## config.mk

```make
export PLATFORM = sky130hd
export DESIGN_NAME = fmlbrg_wbeng
export DESIGN_NICKNAME = d
export VERILOG_FILES = /design/src/rtl/fmlbrg_pkg.sv /design/src/rtl/fmlbrg_wbbuf.sv /design/src/rtl/fmlbrg_wbeng.sv
export SDC_FILE = /design/constraint.sdc
export NUM_CORES = 1
export LEC_CHECK = 0
export BUFFER_PORTS_ARGS = -buffer_cell sky130_fd_sc_hd__buf_2
export CAP_MARGIN = 0
export CORE_ASPECT_RATIO = 1.25
export CORE_MARGIN = 8
export CORE_UTILIZATION = 25
export DETAILED_ROUTE_END_ITERATION = 7
export PLACE_DENSITY = 0.45
export SYNTH_ARGS = -nofsm -noshare
export SYNTH_HDL_FRONTEND = slang
export SYNTH_SLANG_ARGS = --single-unit
```

## constraint.sdc

```tcl
create_clock -name sys_clk -period 4 [get_ports sys_clk]
set_input_delay 0.4 -clock sys_clk [delete_from_list [all_inputs] [get_ports sys_clk]]
set_output_delay 0.4 -clock sys_clk [all_outputs]
set_load 0.02 [all_outputs]
```

## src/rtl/fmlbrg_pkg.sv

```systemverilog
// fmlbrg_pkg: shared FML bridge definitions.
// Contents:
//   FML_DW       FML data bus width (32)
//   FML_SEL_ALL  byte enables for a full-word burst beat (4'hf)
//   wb_state_t   write-back engine state encoding
//   line_adr_w() width of the FML line address {tag, index}
package fmlbrg_pkg;

    localparam int         FML_DW      = 32;
    localparam logic [3:0] FML_SEL_ALL = 4'hf;

    typedef enum logic [1:0] {
        IDLE,
        FETCH,
        REQ,
        BURST
    } wb_state_t;

    // A line address drops the word-in-line and byte-in-word bits of a byte address.
    function automatic int line_adr_w(int fml_depth, int lwords_log2);
        return fml_depth - lwords_log2 - 2;
    endfunction

endpackage

```

## src/rtl/fmlbrg_wbbuf.sv

```systemverilog
// fmlbrg_wbbuf: N x 32 line buffer for the write-back engine.
// Ports:
//   sys_clk  system clock
//   we, wa   write strobe and word index (filled while fetching the line)
//   wd       write data
//   ra       read word index (walked while bursting)
//   rd       asynchronous read data
// Contents are deliberately not reset; every word is rewritten before it is read.
module fmlbrg_wbbuf
    import fmlbrg_pkg::*;
#(
    parameter int lwords_log2 = 3
) (
    input  logic                   sys_clk,
    input  logic                   we,
    input  logic [lwords_log2-1:0] wa,
    input  logic [FML_DW-1:0]      wd,
    input  logic [lwords_log2-1:0] ra,
    output logic [FML_DW-1:0]      rd
);

    logic [FML_DW-1:0] mem [0:(1 << lwords_log2)-1];

    always_ff @(posedge sys_clk) begin
        if (we)
            mem[wa] <= wd;
    end

    assign rd = mem[ra];

endmodule

```

## src/rtl/fmlbrg_wbeng.sv

```systemverilog
// fmlbrg_wbeng: evicts one dirty cache line from the bridge data memory to FML as a write burst.
// Ports:
//   sys_clk, sys_rst_n   clock, asynchronous active-low reset
//   start                one-cycle eviction request (honoured only when idle)
//   line_idx, line_adr   line index in data memory / FML line address, sampled with start
//   busy, done           engine occupied / one-cycle completion pulse
//   a2, do2              data memory secondary (read-only) port; do2 lags a2 by one cycle
//   fml_*                FML master write port, single N-beat burst per eviction
module fmlbrg_wbeng
    import fmlbrg_pkg::*;
#(
    parameter int depth       = 11,
    parameter int lwords_log2 = 3,
    parameter int fml_depth   = 26
) (
    input  logic                                           sys_clk,
    input  logic                                           sys_rst_n,
    input  logic                                           start,
    input  logic [depth-lwords_log2-1:0]                   line_idx,
    input  logic [line_adr_w(fml_depth, lwords_log2)-1:0]  line_adr,
    output logic                                           busy,
    output logic                                           done,
    output logic [depth-1:0]                               a2,
    input  logic [FML_DW-1:0]                              do2,
    output logic [fml_depth-1:0]                           fml_adr,
    output logic                                           fml_stb,
    output logic                                           fml_we,
    output logic [3:0]                                     fml_sel,
    input  logic                                           fml_ack,
    output logic [FML_DW-1:0]                              fml_do
);

    localparam int N = 1 << lwords_log2;
    localparam logic [lwords_log2:0]   CNT_ONE   = (lwords_log2+1)'(1);
    localparam logic [lwords_log2:0]   CNT_LAST  = (lwords_log2+1)'(N - 1);
    localparam logic [lwords_log2:0]   CNT_FETCH = (lwords_log2+1)'(N);
    localparam logic [lwords_log2-1:0] IDX_ONE   = lwords_log2'(1);

    wb_state_t                state;
    logic [depth-lwords_log2-1:0] line_idx_r;
    // One extra bit: FETCH runs N+1 cycles because do2 trails a2 by one.
    logic [lwords_log2:0]     cnt;
    logic [lwords_log2:0]     cnt_inc;
    logic                     buf_we;
    logic [lwords_log2-1:0]   buf_wa;
    logic [lwords_log2-1:0]   buf_ra;
    logic [FML_DW-1:0]        buf_rd;

    // In FETCH the word arriving on do2 belongs to the address issued last cycle (cnt-1).
    // The read port looks one beat ahead so fml_do can be registered.
    always_comb begin
        cnt_inc = cnt + CNT_ONE;
        buf_we  = (state == FETCH) && (cnt != '0);
        buf_wa  = cnt[lwords_log2-1:0] - IDX_ONE;
        buf_ra  = (state == BURST) ? cnt_inc[lwords_log2-1:0] : '0;
    end

    fmlbrg_wbbuf #(
        .lwords_log2 (lwords_log2)
    ) u_buf (
        .sys_clk (sys_clk),
        .we      (buf_we),
        .wa      (buf_wa),
        .wd      (do2),
        .ra      (buf_ra),
        .rd      (buf_rd)
    );

    always_ff @(posedge sys_clk or negedge sys_rst_n) begin
        if (!sys_rst_n) begin
            state      <= IDLE;
            line_idx_r <= '0;
            cnt        <= '0;
            busy       <= 1'b0;
            done       <= 1'b0;
            a2         <= '0;
            fml_adr    <= '0;
            fml_stb    <= 1'b0;
            fml_we     <= 1'b0;
            fml_sel    <= 4'h0;
            fml_do     <= '0;
        end else begin
            done <= 1'b0;
            case (state)
                IDLE: begin
                    if (start) begin
                        state      <= FETCH;
                        busy       <= 1'b1;
                        line_idx_r <= line_idx;
                        cnt        <= '0;
                        a2         <= {line_idx, {lwords_log2{1'b0}}};
                        fml_adr    <= {line_adr, {(lwords_log2+2){1'b0}}};
                    end
                end
                FETCH: begin
                    cnt <= cnt_inc;
                    // Stop advancing a2 after the last word; it then holds its value.
                    if (cnt < CNT_LAST)
                        a2 <= {line_idx_r, cnt_inc[lwords_log2-1:0]};
                    if (cnt == CNT_FETCH) begin
                        state   <= REQ;
                        cnt     <= '0;
                        fml_stb <= 1'b1;
                        fml_we  <= 1'b1;
                    end
                end
                REQ: begin
                    if (fml_ack) begin
                        state   <= BURST;
                        fml_stb <= 1'b0;
                        fml_we  <= 1'b0;
                        fml_sel <= FML_SEL_ALL;
                        fml_do  <= buf_rd;
                    end
                end
                BURST: begin
                    if (cnt == CNT_LAST) begin
                        state   <= IDLE;
                        cnt     <= '0;
                        busy    <= 1'b0;
                        done    <= 1'b1;
                        fml_sel <= 4'h0;
                        fml_do  <= '0;
                    end else begin
                        cnt    <= cnt_inc;
                        fml_do <= buf_rd;
                    end
                end
                default: state <= IDLE;
            endcase
        end
    end

endmodule

```

==> impl_metrics.yaml <==
logic_synthesis:
  synth_cell_types: 50
  synth_cells: 965
  yosysSeqAreaShare_pct: 69.3
  synth_edf_count: 256
  ys.flop_type: "edfxtp_1"
  async_flop_share_pct: 24.3
  synthesis.area_um2: 14100
  ys_seq_elements: 338
  syn_avg_cell_area_um2: 14.6
  ys_warn_count: 0
cts:
  post_cts_buffers: 0
  cts_made_buffers: 37
  clkSinkCount: 338
  cts_tree: "yes"
  clkTransAtPathRegs_ns: 0.06
  clk_latency_ns: 0.53
  root_buffer: "clkbuf_16"
  htree_levels: 2
  clockBufferDepth: 3
route:
  drt-total-wl_um: 36900
  drc: 0
  drtIter0Drc: 432
  vias_per_cell: 4.41
  ant_nets: 0
  first_pass_iters: 4
  via_count: 8230
  wl_per_cell_um: 19.8
final_layout:
  layout.nets: 1168
  filler_cell_count: 5649
  mostFrequentLayoutCells: "edfxtp_1 (256), buf_2 (135), dfrtp_1 (81), mux2i_1 (73), inv_1 (72)"
  finalNonFillerCells: 1868
  final_common_cell: "edfxtp_1"
  syn2layout_area_growth_pct: 18.3
  drive_gt1_share_pct: 24.0
die:
  initial_core_util_pct: 25.2
  dieArea_um2: 64100
  core-area_um2: 55800
  pin_count: 142
  fp.dieH_um: 281
  fp-row-count: 97
  die_w_um: 228
place:
  dp_hpwl_um: 21600
  dp.cells: 1799
  port_buffers: 136
  pre_cts_ws_ns: 1.00
  place_congestion: 0.697
timing:
  setup_ws_ns: 1.01
  fin_skew_ns: 0.00738
  finalSetupViolCount: 0
  timing.final.crit_period_ns: 2.99
  hold_violations: 0
  rsz0062_at_grt: "no"
  finalMaxSlewViolations: 0
  max_slew_margin_pct: 35.8
  fmax_mhz: 335
  period_share_pct: 74.7
  worst_pin_slew_ns: 0.955
global_routing:
  grt_max_degree: 118
  grt_pass1_wl_um: 55600
  antenna_found_initial: 8
  grt_remaining_overflow: 0
  grt_pass1_vias: 8552
  groute.usage.overall_pct: 11.2
setup_path:
  critPathTopFamily: "simple AND/OR/NAND/NOR gates"
  cp_max_fo: 33
  crit_required_ns: 4.39
  critical_path.cell_chain: "inv_1 -> ha_1 -> and2_2 -> buf_4 -> a22oi_1 -> a32oi_1 -> o21ai_1"
  cp_num_buf_inv: 2
  critPathKind: "flop to flop"
  cpPeakStageDelay_ns: 0.76
  end_kind: "flop"
  critical_path_arrival_ns: 3.38
  startpoint_type: "flop"
  cp_slowest_cell: "and2_2"
pwr:
  vdd_drop_max_mv: 0.313
  powerDensity_nw_per_um2: 693
  leakagePower_uw: 0.00595
job:
  maxCapViolations: 0
min_path:
  hp-class: "input pin to flop"
outcome:
  status: "complete, no violations"
-- routing by layer --
layer | GRT usage, % | wire length (um) | part of all wire [%]
met4 | 4.27 | 1250 | 3.4
met3 | 2.78 | 1860 | 5.0
met2 | 19.8 | 18300 | 50
met1 | 13.2 | 15400 | 42
met5 | 0 | 75 | 0.20
-- cells in the mapped netlist, drive strengths merged, types with 4 or more instances --
master / count / area [um2]
a21oi: 9 / 52.6
a22oi: 32 / 240
a32oi: 32 / 280
buf: 56 / 414
clkbuf: 21 / 78.8
dfrtp: 82 / 2050
edfxtp: 256 / 7690
ha: 6 / 75.1
inv: 73 / 274
mux2: 32 / 364
mux2i: 73 / 731
nand2: 72 / 278
nand3: 4 / 20.0
nand3b: 65 / 488
nor2: 16 / 60.1
nor2b: 5 / 31.3
nor3: 6 / 46.3
o211ai: 64 / 480
o21ai: 36 / 180
-- power breakdown --
part / switching [uW] / leakage (uW) / internal, uW / total (uW)
Clock: 1390 / 0.000539 / 1750 / 3140
Combinational: 2440 / 0.00212 / 1350 / 3780
Sequential: 278 / 0.00329 / 4320 / 4600
-- state kept, by name (all words and copies together), names as in the netlist --
register / flops
a2: 11
busy: 1
cnt: 4
done: 1
fml_adr: 21
fml_do: 32
fml_sel: 1
fml_we: 1
line_idx_r: 8
state: 2
u_buf.mem: 256
-- cell type report --
cell class / instances / area [um2] / share of cell area, %
inverter: 74 / 278 / 1.67
sequential: 338 / 9740 / 58.6
tap: 742 / 928 / 5.59
antenna: 1 / 2.50 / 0.0151
multi-input combinational: 480 / 3640 / 21.9
clock buffer: 48 / 987 / 5.94
timing repair buffer: 166 / 936 / 5.63
clock inverter: 19 / 106 / 0.640
-- through the flow --
stage / cell area (um2) / hold WS [ns] / setup TNS (ns) / total power, uW / utilization [%]
finish: 16600 / 0.106 / 0 / 11500 / 29.8
detailed placement: 15500 / 0.471 / 0 / 8560 / 27.8
global placement: 15500 / 0.469 / 0 / 8530 / 27.8
CTS: 16600 / 0.0664 / 0 / 11800 / 29.8
global route: 16600 / 0.0737 / 0 / 12200 / 29.8
floorplan: 14100 / 0.104 / -1.94 / 7240 / -
-- timing repair --
item | in CTS | in global routing
hold buffers | 1 | 0
endpoints found under the hold margin | 40 | 0
gates resized for setup | 0 | 0
-- worst paths after layout --
check	slack (ns)	cells after the start	to	startpoint
min in group asynchronous	0.45	2	fml_we$_DFFE_PN0P_	sys_rst_n
worst min register to register	0.48	2	fml_do[7]$_DFFE_PN0P_	fml_do[7]$_DFFE_PN0P_
worst max register to register	1.01	7	fml_do[30]$_DFFE_PN0P_	cnt[0]$_DFFE_PN0P_
max in group asynchronous	2.76	3	line_idx_r[1]$_DFFE_PN0P_	sys_rst_n
worst min-delay path	0.11	2	fml_adr[7]$_DFFE_PN0P_	line_adr[2]
worst max-delay path	1.01	7	fml_do[30]$_DFFE_PN0P_	cnt[0]$_DFFE_PN0P_
-- cell families (layout without fill, tap and decap cells) --
kind of cell               Yosys count  after routing  synth area share, %
buffers and inverters              151            307                 5.49
muxes                              105            105                 7.79
and+or+nand+nor                    174            174                 6.96
DFF                                338            338                 69.3
xor gates and xnor gates             3              3                0.240
adders and majority gates            6              6                0.534
other                                1              6               0.0267
AOI/OAI and AO/OA                  187            187                 9.64
Power figures use the tool's default switching activity.
